File: config.mk
export PLATFORM = sky130hd
export DESIGN_NAME = alu_accum
export DESIGN_NICKNAME = d
export VERILOG_FILES = /design/src/rtl/alu_accum_pkg.sv /design/src/rtl/alu_accum_core.sv /design/src/rtl/alu_accum.sv
export SDC_FILE = /design/constraint.sdc
export NUM_CORES = 1
export LEC_CHECK = 0
export CORE_AREA = 4 4 74 93
export CTS_BUF_LIST = sky130_fd_sc_hd__clkbuf_8
export DETAILED_ROUTE_END_ITERATION = 10
export DIE_AREA = 0 0 78 97
export GPL_ROUTABILITY_DRIVEN = 0
export GPL_TIMING_DRIVEN = 0
export PLACE_DENSITY_LB_ADDON = 0.05
export SLEW_MARGIN = 25
export SYNTH_ARGS = -nofsm -noshare
export SYNTH_HDL_FRONTEND = slang
export SYNTH_SLANG_ARGS = --single-unit
File: constraint.sdc
create_clock -name clk -period 2.6 [get_ports clk]
set_input_delay 0.65 -clock clk [delete_from_list [all_inputs] [get_ports clk]]
set_output_delay 0.65 -clock clk [all_outputs]
set_load 0.1 [all_outputs]
File: src/rtl/alu_accum_pkg.sv
// Shared opcode encoding, flag bit positions and overflow helpers for alu_accum.
package alu_accum_pkg;

  typedef enum logic [2:0] {
    OP_ADD     = 3'b000,
    OP_SUB     = 3'b001,
    OP_AND     = 3'b010,
    OP_OR      = 3'b011,
    OP_XOR     = 3'b100,
    OP_ACC_ADD = 3'b101,
    OP_ACC_CLR = 3'b110,
    OP_RSVD    = 3'b111
  } op_e;

  // Bit positions inside the 4-bit {V, C, N, Z} flag vector.
  localparam int FLAG_V = 3;
  localparam int FLAG_C = 2;
  localparam int FLAG_N = 1;
  localparam int FLAG_Z = 0;

  // Signed overflow of an addition: same-sign operands giving a different-sign result.
  function automatic logic add_ovf(input logic a_msb, input logic b_msb, input logic r_msb);
    return (a_msb == b_msb) && (r_msb != a_msb);
  endfunction

  // Signed overflow of a subtraction: opposite-sign operands, result sign differs from minuend.
  function automatic logic sub_ovf(input logic a_msb, input logic b_msb, input logic r_msb);
    return (a_msb != b_msb) && (r_msb != a_msb);
  endfunction

endpackage

File: src/rtl/alu_accum_core.sv
// Combinational datapath: arithmetic/logic ops, optional unsigned saturation,
// flag generation and the next accumulator value.
module alu_accum_core
  import alu_accum_pkg::*;
#(
  parameter int WIDTH    = 8,
  parameter int SATURATE = 0
) (
  input  op_e              i_op,
  input  logic [WIDTH-1:0] i_a,
  input  logic [WIDTH-1:0] i_b,
  input  logic [WIDTH-1:0] i_acc,
  output logic [WIDTH:0]   o_result,
  output logic [3:0]       o_flags,
  output logic             o_err,
  output logic             o_acc_wr,
  output logic [WIDTH-1:0] o_acc_next
);

  localparam logic [WIDTH:0] SAT_VAL = {(WIDTH+1){1'b1}};

  logic [WIDTH:0] w_sum_ab;
  logic [WIDTH:0] w_dif_ab;
  logic [WIDTH:0] w_sum_acc;
  logic           w_ovf;

  // Widened by one bit so the MSB carries the carry (add) or borrow (sub).
  assign w_sum_ab  = {1'b0, i_a}   + {1'b0, i_b};
  assign w_dif_ab  = {1'b0, i_a}   - {1'b0, i_b};
  assign w_sum_acc = {1'b0, i_acc} + {1'b0, i_a};

  // Operation select; saturation replaces a carried sum with all-ones.
  always_comb begin
    o_result   = {(WIDTH+1){1'b0}};
    w_ovf      = 1'b0;
    o_err      = 1'b0;
    o_acc_wr   = 1'b0;
    o_acc_next = i_acc;
    case (i_op)
      OP_ADD: begin
        o_result = ((SATURATE != 0) && w_sum_ab[WIDTH]) ? SAT_VAL : w_sum_ab;
        w_ovf    = add_ovf(i_a[WIDTH-1], i_b[WIDTH-1], w_sum_ab[WIDTH-1]);
      end
      OP_SUB: begin
        o_result = w_dif_ab;
        w_ovf    = sub_ovf(i_a[WIDTH-1], i_b[WIDTH-1], w_dif_ab[WIDTH-1]);
      end
      OP_AND: o_result = {1'b0, i_a & i_b};
      OP_OR:  o_result = {1'b0, i_a | i_b};
      OP_XOR: o_result = {1'b0, i_a ^ i_b};
      OP_ACC_ADD: begin
        o_result   = ((SATURATE != 0) && w_sum_acc[WIDTH]) ? SAT_VAL : w_sum_acc;
        w_ovf      = add_ovf(i_acc[WIDTH-1], i_a[WIDTH-1], w_sum_acc[WIDTH-1]);
        o_acc_wr   = 1'b1;
        o_acc_next = o_result[WIDTH-1:0];
      end
      OP_ACC_CLR: begin
        o_result   = {(WIDTH+1){1'b0}};
        o_acc_wr   = 1'b1;
        o_acc_next = {WIDTH{1'b0}};
      end
      OP_RSVD: o_err = 1'b1;
      default: o_err = 1'b1;
    endcase
  end

  // Flags follow the selected result; the reserved opcode reports all-zero flags.
  always_comb begin
    o_flags = 4'b0000;
    if (o_err) begin
      o_flags = 4'b0000;
    end else begin
      o_flags[FLAG_V] = w_ovf;
      o_flags[FLAG_C] = o_result[WIDTH];
      o_flags[FLAG_N] = o_result[WIDTH-1];
      o_flags[FLAG_Z] = (o_result[WIDTH-1:0] == {WIDTH{1'b0}});
    end
  end

endmodule

File: src/rtl/alu_accum.sv
// Two-stage valid/ready ALU with accumulator: S1 holds the request, S2 holds the
// computed result. The accumulator is updated as S2 loads, so a following ACC op
// in S1 already sees the new value without a bubble.
module alu_accum
  import alu_accum_pkg::*;
#(
  parameter int WIDTH    = 8,
  parameter int SATURATE = 0
) (
  input  logic             clk,
  input  logic             rst_n,
  input  logic             in_valid,
  output logic             in_ready,
  input  logic [2:0]       op,
  input  logic [WIDTH-1:0] a,
  input  logic [WIDTH-1:0] b,
  output logic             out_valid,
  input  logic             out_ready,
  output logic [WIDTH:0]   result,
  output logic [3:0]       flags,
  output logic             err,
  output logic [WIDTH-1:0] acc_value
);

  logic             r_s1_valid;
  op_e              r_s1_op;
  logic [WIDTH-1:0] r_s1_a;
  logic [WIDTH-1:0] r_s1_b;
  logic             r_s2_valid;
  logic [WIDTH:0]   r_result;
  logic [3:0]       r_flags;
  logic             r_err;
  logic [WIDTH-1:0] r_acc;

  logic             w_s2_load;
  logic             w_s1_load;
  logic [WIDTH:0]   w_result;
  logic [3:0]       w_flags;
  logic             w_err;
  logic             w_acc_wr;
  logic [WIDTH-1:0] w_acc_next;

  // S2 takes S1 when it is empty or its result leaves this cycle; S1 refills as it drains.
  assign w_s2_load = r_s1_valid && (!r_s2_valid || out_ready);
  assign w_s1_load = !r_s1_valid || w_s2_load;

  assign in_ready  = w_s1_load;
  assign out_valid = r_s2_valid;
  assign result    = r_result;
  assign flags     = r_flags;
  assign err       = r_err;
  assign acc_value = r_acc;

  alu_accum_core #(
    .WIDTH    (WIDTH),
    .SATURATE (SATURATE)
  ) u_core (
    .i_op       (r_s1_op),
    .i_a        (r_s1_a),
    .i_b        (r_s1_b),
    .i_acc      (r_acc),
    .o_result   (w_result),
    .o_flags    (w_flags),
    .o_err      (w_err),
    .o_acc_wr   (w_acc_wr),
    .o_acc_next (w_acc_next)
  );

  // Stage 1: capture the request whenever the stage is free or advancing.
  always_ff @(posedge clk or negedge rst_n) begin
    if (!rst_n) begin
      r_s1_valid <= 1'b0;
      r_s1_op    <= OP_ADD;
      r_s1_a     <= {WIDTH{1'b0}};
      r_s1_b     <= {WIDTH{1'b0}};
    end else if (w_s1_load) begin
      r_s1_valid <= in_valid;
      if (in_valid) begin
        r_s1_op <= op_e'(op);
        r_s1_a  <= a;
        r_s1_b  <= b;
      end
    end
  end

  // Stage 2: register the computed result; hold it while the consumer stalls.
  always_ff @(posedge clk or negedge rst_n) begin
    if (!rst_n) begin
      r_s2_valid <= 1'b0;
      r_result   <= {(WIDTH+1){1'b0}};
      r_flags    <= 4'b0000;
      r_err      <= 1'b0;
    end else if (w_s2_load) begin
      r_s2_valid <= 1'b1;
      r_result   <= w_result;
      r_flags    <= w_flags;
      r_err      <= w_err;
    end else if (out_ready) begin
      r_s2_valid <= 1'b0;
    end
  end

  // Accumulator: written by ACC_ADD / ACC_CLR exactly when their result enters S2.
  always_ff @(posedge clk or negedge rst_n) begin
    if (!rst_n) begin
      r_acc <= {WIDTH{1'b0}};
    end else if (w_s2_load && w_acc_wr) begin
      r_acc <= w_acc_next;
    end
  end

endmodule

* After elaboration in Yosys (flattened, before gate mapping)
Cells that the tools add are included.
** Storage, ports and cells
- Flip-flop bits (word level) :: 43
- Input bits :: 23
- Output and inout bits :: 24
- Word-level logic and storage cells :: 52
** Operators by class
- Add/subtract/negate cells :: 3
- Eq/ne operators :: 13
- Mux-type cells :: 8
- Bitwise gates (word level) :: 3
- Reductions and logical operators :: 16
** Operators with widths (number)
- 9-bit one-hot mux with 6 select lines :: 1
- 8-bit by 8-bit adder with 9-bit output :: 2
- 8-bit one-hot mux with 2 select lines :: 1
- 3-bit equality test, second input constant :: 4
- 8-bit by 8-bit subtractor with 9-bit output :: 1
- 8-bit bitwise AND :: 1
- 8-bit zero test :: 1
- 8-bit bitwise OR :: 1
- 8-bit bitwise XOR :: 1
- 3-bit by 2-bit equality test with 1-bit output, second input constant :: 2
- 1-bit logical AND :: 5
- 1-bit two-way mux :: 4
- 4-bit two-way mux :: 1
- 1-bit inequality test :: 4
- 2-bit AND reduction :: 2
- 2-bit nonzero test :: 2
- 3-bit by 1-bit equality test with 1-bit output, second input constant :: 1
- 3-bit zero test :: 1
- 1-bit one-hot mux with 3 select lines :: 1
- 1-bit equality test :: 2
- 1-bit zero test :: 2
- 1-bit logical OR :: 2
- 2-bit OR reduction :: 1

* Longest topological paths before layout
- Word-level depth :: 5
- Gate-level depth with buffers :: 10
- Gate-level depth less buffers :: 10

* Cells and area by module
A second synthesis with hierarchy kept.
** Second synthesis, totals
- Cells, all modules :: 341
- Area, all modules :: 3365.7 um2
** By module, submodules not included
- alu_accum_core :: instances 1, cells each 247, area each 1714.1 um2, seq. area each 0.0 um2
- alu_accum :: instances 1, cells each 94, area each 1651.6 um2, seq. area each 1076.0 um2

* Least setup slack after synthesis
No wires, ideal clock.
- Kind :: reg-to-reg
- Start :: register r_s2_valid, in the netlist out_valid
- End :: register r_s1_a[2]
- Library setup time :: 0.125 ns
- Arrival :: 3.322 ns
- Required time :: 2.475 ns
- Path slack :: -0.847 ns
- Stages on the path, launching flop included :: 5
- Path buffers :: 1
- Period minus slack after synthesis :: 3.447 ns
- Path through :: dfrtp_1 -> nand3b_1 -> nand2_1 -> clkbuf_1 -> mux2_2
** Between the ends
- Cells in the longest elaborated chain, start to end :: 5
** RTL lines
- from (decl) :: line alu_accum.sv:29 : logic r_s2_valid;
- from (signal assigned) :: line alu_accum.sv:89 : r_s2_valid <= 1'b0;
- from (signal assigned) :: line alu_accum.sv:94 : r_s2_valid <= 1'b1;
- from (signal assigned) :: line alu_accum.sv:99 : r_s2_valid <= 1'b0;
- 1-bit zero test :: line alu_accum.sv:44 : assign w_s2_load = r_s1_valid && (!r_s2_valid || out_ready);
- 1-bit logical OR :: line alu_accum.sv:44
- 1-bit logical AND :: line alu_accum.sv:44
- 1-bit logical OR :: line alu_accum.sv:45 : assign w_s1_load = !r_s1_valid || w_s2_load;
- net in_ready :: line alu_accum.sv:13 : output logic in_ready,
- 2-bit AND reduction (no source line)
- to (signal assigned) :: line alu_accum.sv:74 : r_s1_a <= {WIDTH{1'b0}};
- to (decl) :: line alu_accum.sv:27 : logic [WIDTH-1:0] r_s1_a;
The timed path passes the listed nets, and every way through them passes these cells.
A chain may end at the register's enable or synchronous reset.

* Final worst setup path
- Start :: register r_acc[7], in the netlist acc_value[7]
- End :: output acc_value[7]
** RTL lines
- from (decl) :: line alu_accum.sv:33 : logic [WIDTH-1:0] r_acc;
- from (signal assigned) :: line alu_accum.sv:106 : r_acc <= {WIDTH{1'b0}};
- from (signal assigned) :: line alu_accum.sv:108 : r_acc <= w_acc_next;
- to (decl) :: line alu_accum.sv:22 : output logic [WIDTH-1:0] acc_value
No word-level cell between the ends.

==> run summary <==
#FFs+latches synth: 43
Final period util: 0.982
CP Capture Type: primary output
CTS tree: done
fin area: 4330 um2
Peak VDD IR: 0.539 mV
Power Density: 1110 nW/um2
asr flop ratio synth: 1.00
Hold Path Class: input pin to asynchronous set/reset pin
DP HPWL: 6.56 mm
port bufs: 46
final WL: 8.55 mm
Max Clock Skew: 0.00681 ns
Commonest cells post-synth: dfrtp_1 (43), nand2_1 (42), ha_1 (33)
net total in the final layout: 485
Synth area leader: dfrtp_1
Slew Viols, Final: 0
final setup fails: 0
wire per inst: 16.7 um
DR vias: 2951
antenna violations before repair: 0
Final Hold Fails: 0
clock tree buffer depth: 2
Primary FF master, synth: dfrtp_1
Die Ht: 97 um
Total Power: 4.82 mW
total die area: 7570 um2
Lkg Pwr: 1.81 nW
Post-Syn Area: 3370 um2
Netlist cell types: 62
DR DRC count: 0
Post-Syn Area per Cell: 9.23 um2
total global-route track usage: 0.221
worst slew pin tran: 0.971 ns
Ys Warns: 0
sequential element share of the synthesized area: 0.319
synth top area cells: dfrtp_1 (32%), ha_1 (12%), mux2_2 (6.7%)
Die X: 78 um
ANT nets after route: 0
max incr delay on CP: 1.16 ns
top cell type's share of synthesized area: 0.319
startpoint types: flip-flop
Slew HR: 0.351
Post-synth EDFFs: 0
DR pass1 iterations: 5
IO Count: 47
proportion of layout cells with a drive suffix above 1: 0.227
Fillers: 470
initial drt markers: 162
Worst Path Required: 1.95 ns
H-Tree Depth: 2
top-count cell post-synth: dfrtp_1
outcome: complete, no violations
MaxCap Viol Count: 0
core area: 6050 um2
crit path DAT: 1.90 ns
Top delay family on crit path: buffers and inverters
Clock Latency Late Sink: 0.31 ns
largest net degree at the start of global routing: 26
Area Growth Syn to Fin: 28.5%
n_diodes: 0
effective utilization at floorplan: 0.558
Net Count, Synth: 424
Buf/Inv on CP: 1
critical path's slowest cell: clkdlybuf4s50_1
vias in the first global route: 2817
FP Rows: 32
Syn Inst Count: 365
root buf cell: clkbuf_8
number of vias per cell: 5.76
min cycle time layout: 2.55 ns
Clock Sinks: 43
CTS buffer count: 5
first-pass GRT wire length: 13.4 mm
placed cell areas: 3990 um2
fmax: 392 MHz
CP cell instances: clkdlybuf4s50_1
grt total ovfl: 0
critical-path maximum fanout: 5
Clock transition at path regs: 0.08 ns
kind of critical path: flip-flop to primary output
==> report_power, final <==
part	leakage, nW	switching, mW	internal (mW)
registers	0.503	0.170	0.868
clock network	0.0557	0.236	0.239
logic	1.25	2.21	1.10
==> path summary, 6_finish.rpt <==
kind / startpoint / to / slack, ns / cells past startpoint
worst min-delay path: rst_n / r_s1_b[0] / 0.30 / 1
worst min register to register: result[0] / result[0] / 0.48 / 2
min in group clk: result[0] / result[0] / 0.48 / 2
worst max register to register: r_s1_a[0] / flags[0] / 0.08 / 10
max in group asynchronous: rst_n / acc_value[4] / 1.81 / 2
worst max-delay path: acc_value[7] / acc_value[7] / 0.05 / 1
==> cells in the final DEF (no fill, tap or decap), types with 3 or more instances in the layout <==
cell type / count
o21a_1: 4
xnor2_1: 10
ha_2: 3
clkbuf_1: 7
nor2_1: 15
nand2_1: 41
a21oi_1: 17
clkbuf_8: 8
dfrtp_1: 32
o21bai_1: 3
mux2_2: 20
nand2b_1: 6
o211ai_1: 5
a31oi_1: 8
ha_1: 28
a32oi_1: 3
inv_1: 26
o21ai_0: 21
buf_2: 5
nand3_1: 7
clkdlybuf4s50_1: 44
dfrtp_2: 9
nor3_1: 3
nand3b_1: 5
a21oi_2: 3
a211oi_1: 4
inv_2: 4
a211oi_2: 3
nor2b_1: 10
buf_4: 9
==> per-layer routing <==
layer  wire length (um)  GRT usage
met5                  0          0
met3                471     0.0345
met4                221     0.0767
met2               4250      0.387
met1               3610      0.273
==> final cells by class <==
| type | instances | area, um2 | share of cell area |
|---|---|---|---|
| clock inverters | 1 | 3.75 | 0.000867 |
| plain buffers | 18 | 116 | 0.0269 |
| multi-input cells | 275 | 2270 | 0.524 |
| flip-flops and latches | 43 | 1090 | 0.253 |
| inverters | 29 | 109 | 0.0251 |
| repair buffers | 54 | 537 | 0.124 |
| well taps | 85 | 106 | 0.0246 |
| clock buffers | 7 | 96.3 | 0.0222 |
==> timing repair <==
action	CTS	global route
hold buffers	0	0
gates resized for setup	15	29
buffers inserted	1	6
hold endpoints to repair	0	0
pin swaps	4	10
endpoints found under the setup margin	5	13
==> registers in the layout (all words and copies together), names as in the netlist <==
signal,flops
err,1
flags,4
acc_value,8
r_s1_valid,1
r_s1_a,8
out_valid,1
r_s1_op,3
result,9
r_s1_b,8
==> logic make-up after synthesis <==
kind of cell / share of synthesized area
AO/OA/AOI/OAI: 0.219
XOR/XNOR: 0.0338
adder cells (fa/ha/maj): 0.140
buffers and inverters: 0.0627
flip-flops: 0.319
multiplexers: 0.0765
AND/OR/NAND/NOR: 0.149
==> stage by stage <==
step                      cells   util  worst slack (ns)  hold slack [ns]  setup TNS, ns
after global routing        512  0.716           -0.0191            0.319        -0.0365
after detailed placement    497  0.660            -0.517            0.469          -2.49
after CTS                   506  0.685           0.00467            0.309              0
after floorplan             365      -           -0.0187            0.354         -0.187
final                       512  0.716            0.0467            0.298              0
after global placement      496  0.656            -0.514            0.461         -11.50
Note: power is estimated with default switching activity, not from simulation.
==> RTL change: new RTL, config.mk and constraints unchanged <==
`SATURATE` is set to 0 in 2 places; all go to 1.
--- a/src/rtl/alu_accum_core.sv
+++ b/src/rtl/alu_accum_core.sv
@@ -4,7 +4,7 @@
   import alu_accum_pkg::*;
 #(
   parameter int WIDTH    = 8,
-  parameter int SATURATE = 0
+  parameter int SATURATE = 1
 ) (
   input  op_e              i_op,
   input  logic [WIDTH-1:0] i_a,
--- a/src/rtl/alu_accum.sv
+++ b/src/rtl/alu_accum.sv
@@ -5,7 +5,7 @@
   import alu_accum_pkg::*;
 #(
   parameter int WIDTH    = 8,
-  parameter int SATURATE = 0
+  parameter int SATURATE = 1
 ) (
   input  logic             clk,
   input  logic             rst_n,
Behaviour: not the same (Yosys sat finds a counterexample within 4 cycles, from zero or initial values and one cycle with rst_n low).
==> RTL change against the original RTL <==
  * Final area is 3.2% higher
  * Area after synthesis is 1.5% higher
  * Die area stayed put
  * Wire length is 3.7% higher
  * Final cell count is 3.1% higher
  * Sequential cell count stayed put
  * Total power is 0.18% higher
  * The flow now finishes with violations (setup timing)
  * Worst setup slack worse by 0.63 ns
==> RTL change: results (changes against the original RTL) <==
| Metric | Value |
|---|---|
| CP startpoint | `r_s1_a[0]$_DFFE_PN0P_ (was acc_value[7]$_DFFE_PN0P_)` |
| RR Endpoint | `flags[0]$_DFFE_PN0P_ (unchanged)` |
| YS warnings | `0 (unchanged)` |
| H-tree Lvls | `2 (unchanged)` |
| Total nets after synthesis | `432 (was 424)` |
| 1st-iter DRT viols | `169 (was 162)` |
| Comb power frac | `69.7% (was 68.6%)` |
| Placed insts | `506 (was 497)` |
| Max incr delay on CP | `0.49 ns (was 1.16 ns)` |
| Max Clock Skew | `0.00644 ns (was 0.00681 ns)` |
| Cells after Synth | `374 (was 365)` |
| Post-CTS setup buffer count | `8 (was 1)` |
| Pre-CTS setup slack | `-0.768 ns (was -0.517 ns)` |
| Nets | `500 (was 485)` |
| Setup-failing EPs final | `4 (was 0)` |
| Final setup TNS | `-1.00 ns (was 0 ns)` |
| WL final | `8860 um (was 8550 um)` |
| CP endpoint | `flags[0]$_DFFE_PN0P_ (was acc_value[7])` |
| CP max FO | `4 (was 5)` |
| Internal power | `2.25 mW (was 2.21 mW)` |
| Final std cells w/o fill | `528 (was 512)` |
| First-pass GRT wire length | `14700 um (was 13400 um)` |
| Outcome | `finished, violations left (was finished, final reports clean)` |
| Clk slew on worst S/H paths | `0.09 ns` |
| Area after DPL | `4130 um2 (was 3990 um2)` |
| Leak pwr | `1.96 nW (was 1.81 nW)` |
| Top post-synthesis cells by area | `dfrtp_1 (31%), ha_1 (12%), mux2_2 (6.6%) (was dfrtp_1 (32%), ha_1 (12%), mux2_2 (6.7%))` |
| Share of layout cells above drive strength 1 | `24.2% (was 22.7%)` |
| Power Total | `4.83 mW (was 4.82 mW)` |
| Commonest cells post-synth | `dfrtp_1 (43), nand2_1 (41), ha_1 (32) (was dfrtp_1 (43), nand2_1 (42), ha_1 (33))` |
| Hold slack | `0.287 ns (was 0.298 ns)` |
| Max clock buf depth | `2 (unchanged)` |
| Crit path DAT | `3.38 ns (was 1.90 ns)` |
| CTS resizes | `24 (was 15)` |
| Distinct cells, synth | `61 (was 62)` |
| Top Family by Delay on Critical Path | `simple AND/OR/NAND/NOR gates (was buffers and inverters)` |
| Worst slew pin tran | `0.973 ns (was 0.971 ns)` |
| Largest net degree at the start of global routing | `27 (was 26)` |
| Failing checks | `setup timing` |
| Sequential share of the synthesized area | `31.4% (was 31.9%)` |
| Setup ws final | `-0.582 ns (was 0.0467 ns)` |
| Post-DP HPWL | `6720 um (was 6560 um)` |
| Via Count | `3115 (was 2951)` |
| Seq pwr | `a little over 1 mW` |
| # diodes | `0 (unchanged)` |
| Peak VDD IR | `588 uV (was 539 uV)` |
| Gr usage total | `23.9% (was 22.1%)` |
| CP max stage cell | `or4_4 (was clkdlybuf4s50_1)` |
## RTL change: per-layer routing
metal / GRT usage [%] / part of all wire (%) / vias to the layer above
met5: 0 / 0 / -
li1: - / - / 1493
met1: 28.4 / 40 / 1462
met2: 40.2 / 50 / 129
met3: 5.59 / 6.8 / 31
met4: 11.7 / 3.5 / 0
## RTL change: cells by family (layout without fill, tap and decap cells)
logic type      Yosys count  after routing  synth area share, %
buf+inv                  44            113                 6.76
simple gates            110            110                 15.8
compound gates          107            107                 21.6
flops                    43             43                 31.4
mux                      24             24                 8.12
xor+xnor                 11             11                 2.82
fa+ha+maj                35             35                 13.5
## RTL change: cell type report
class | instances | area, um2
Multi-Input combinational cell | 287 | 2310
Fill cell | 446 | 1580
Timing Repair Buffer | 61 | 597
Clock buffer | 5 | 68.8
Buffer | 16 | 159
Clock inverter | 3 | 25.0
Tap cell | 85 | 106
Inverter | 28 | 105
Sequential cell | 43 | 1100
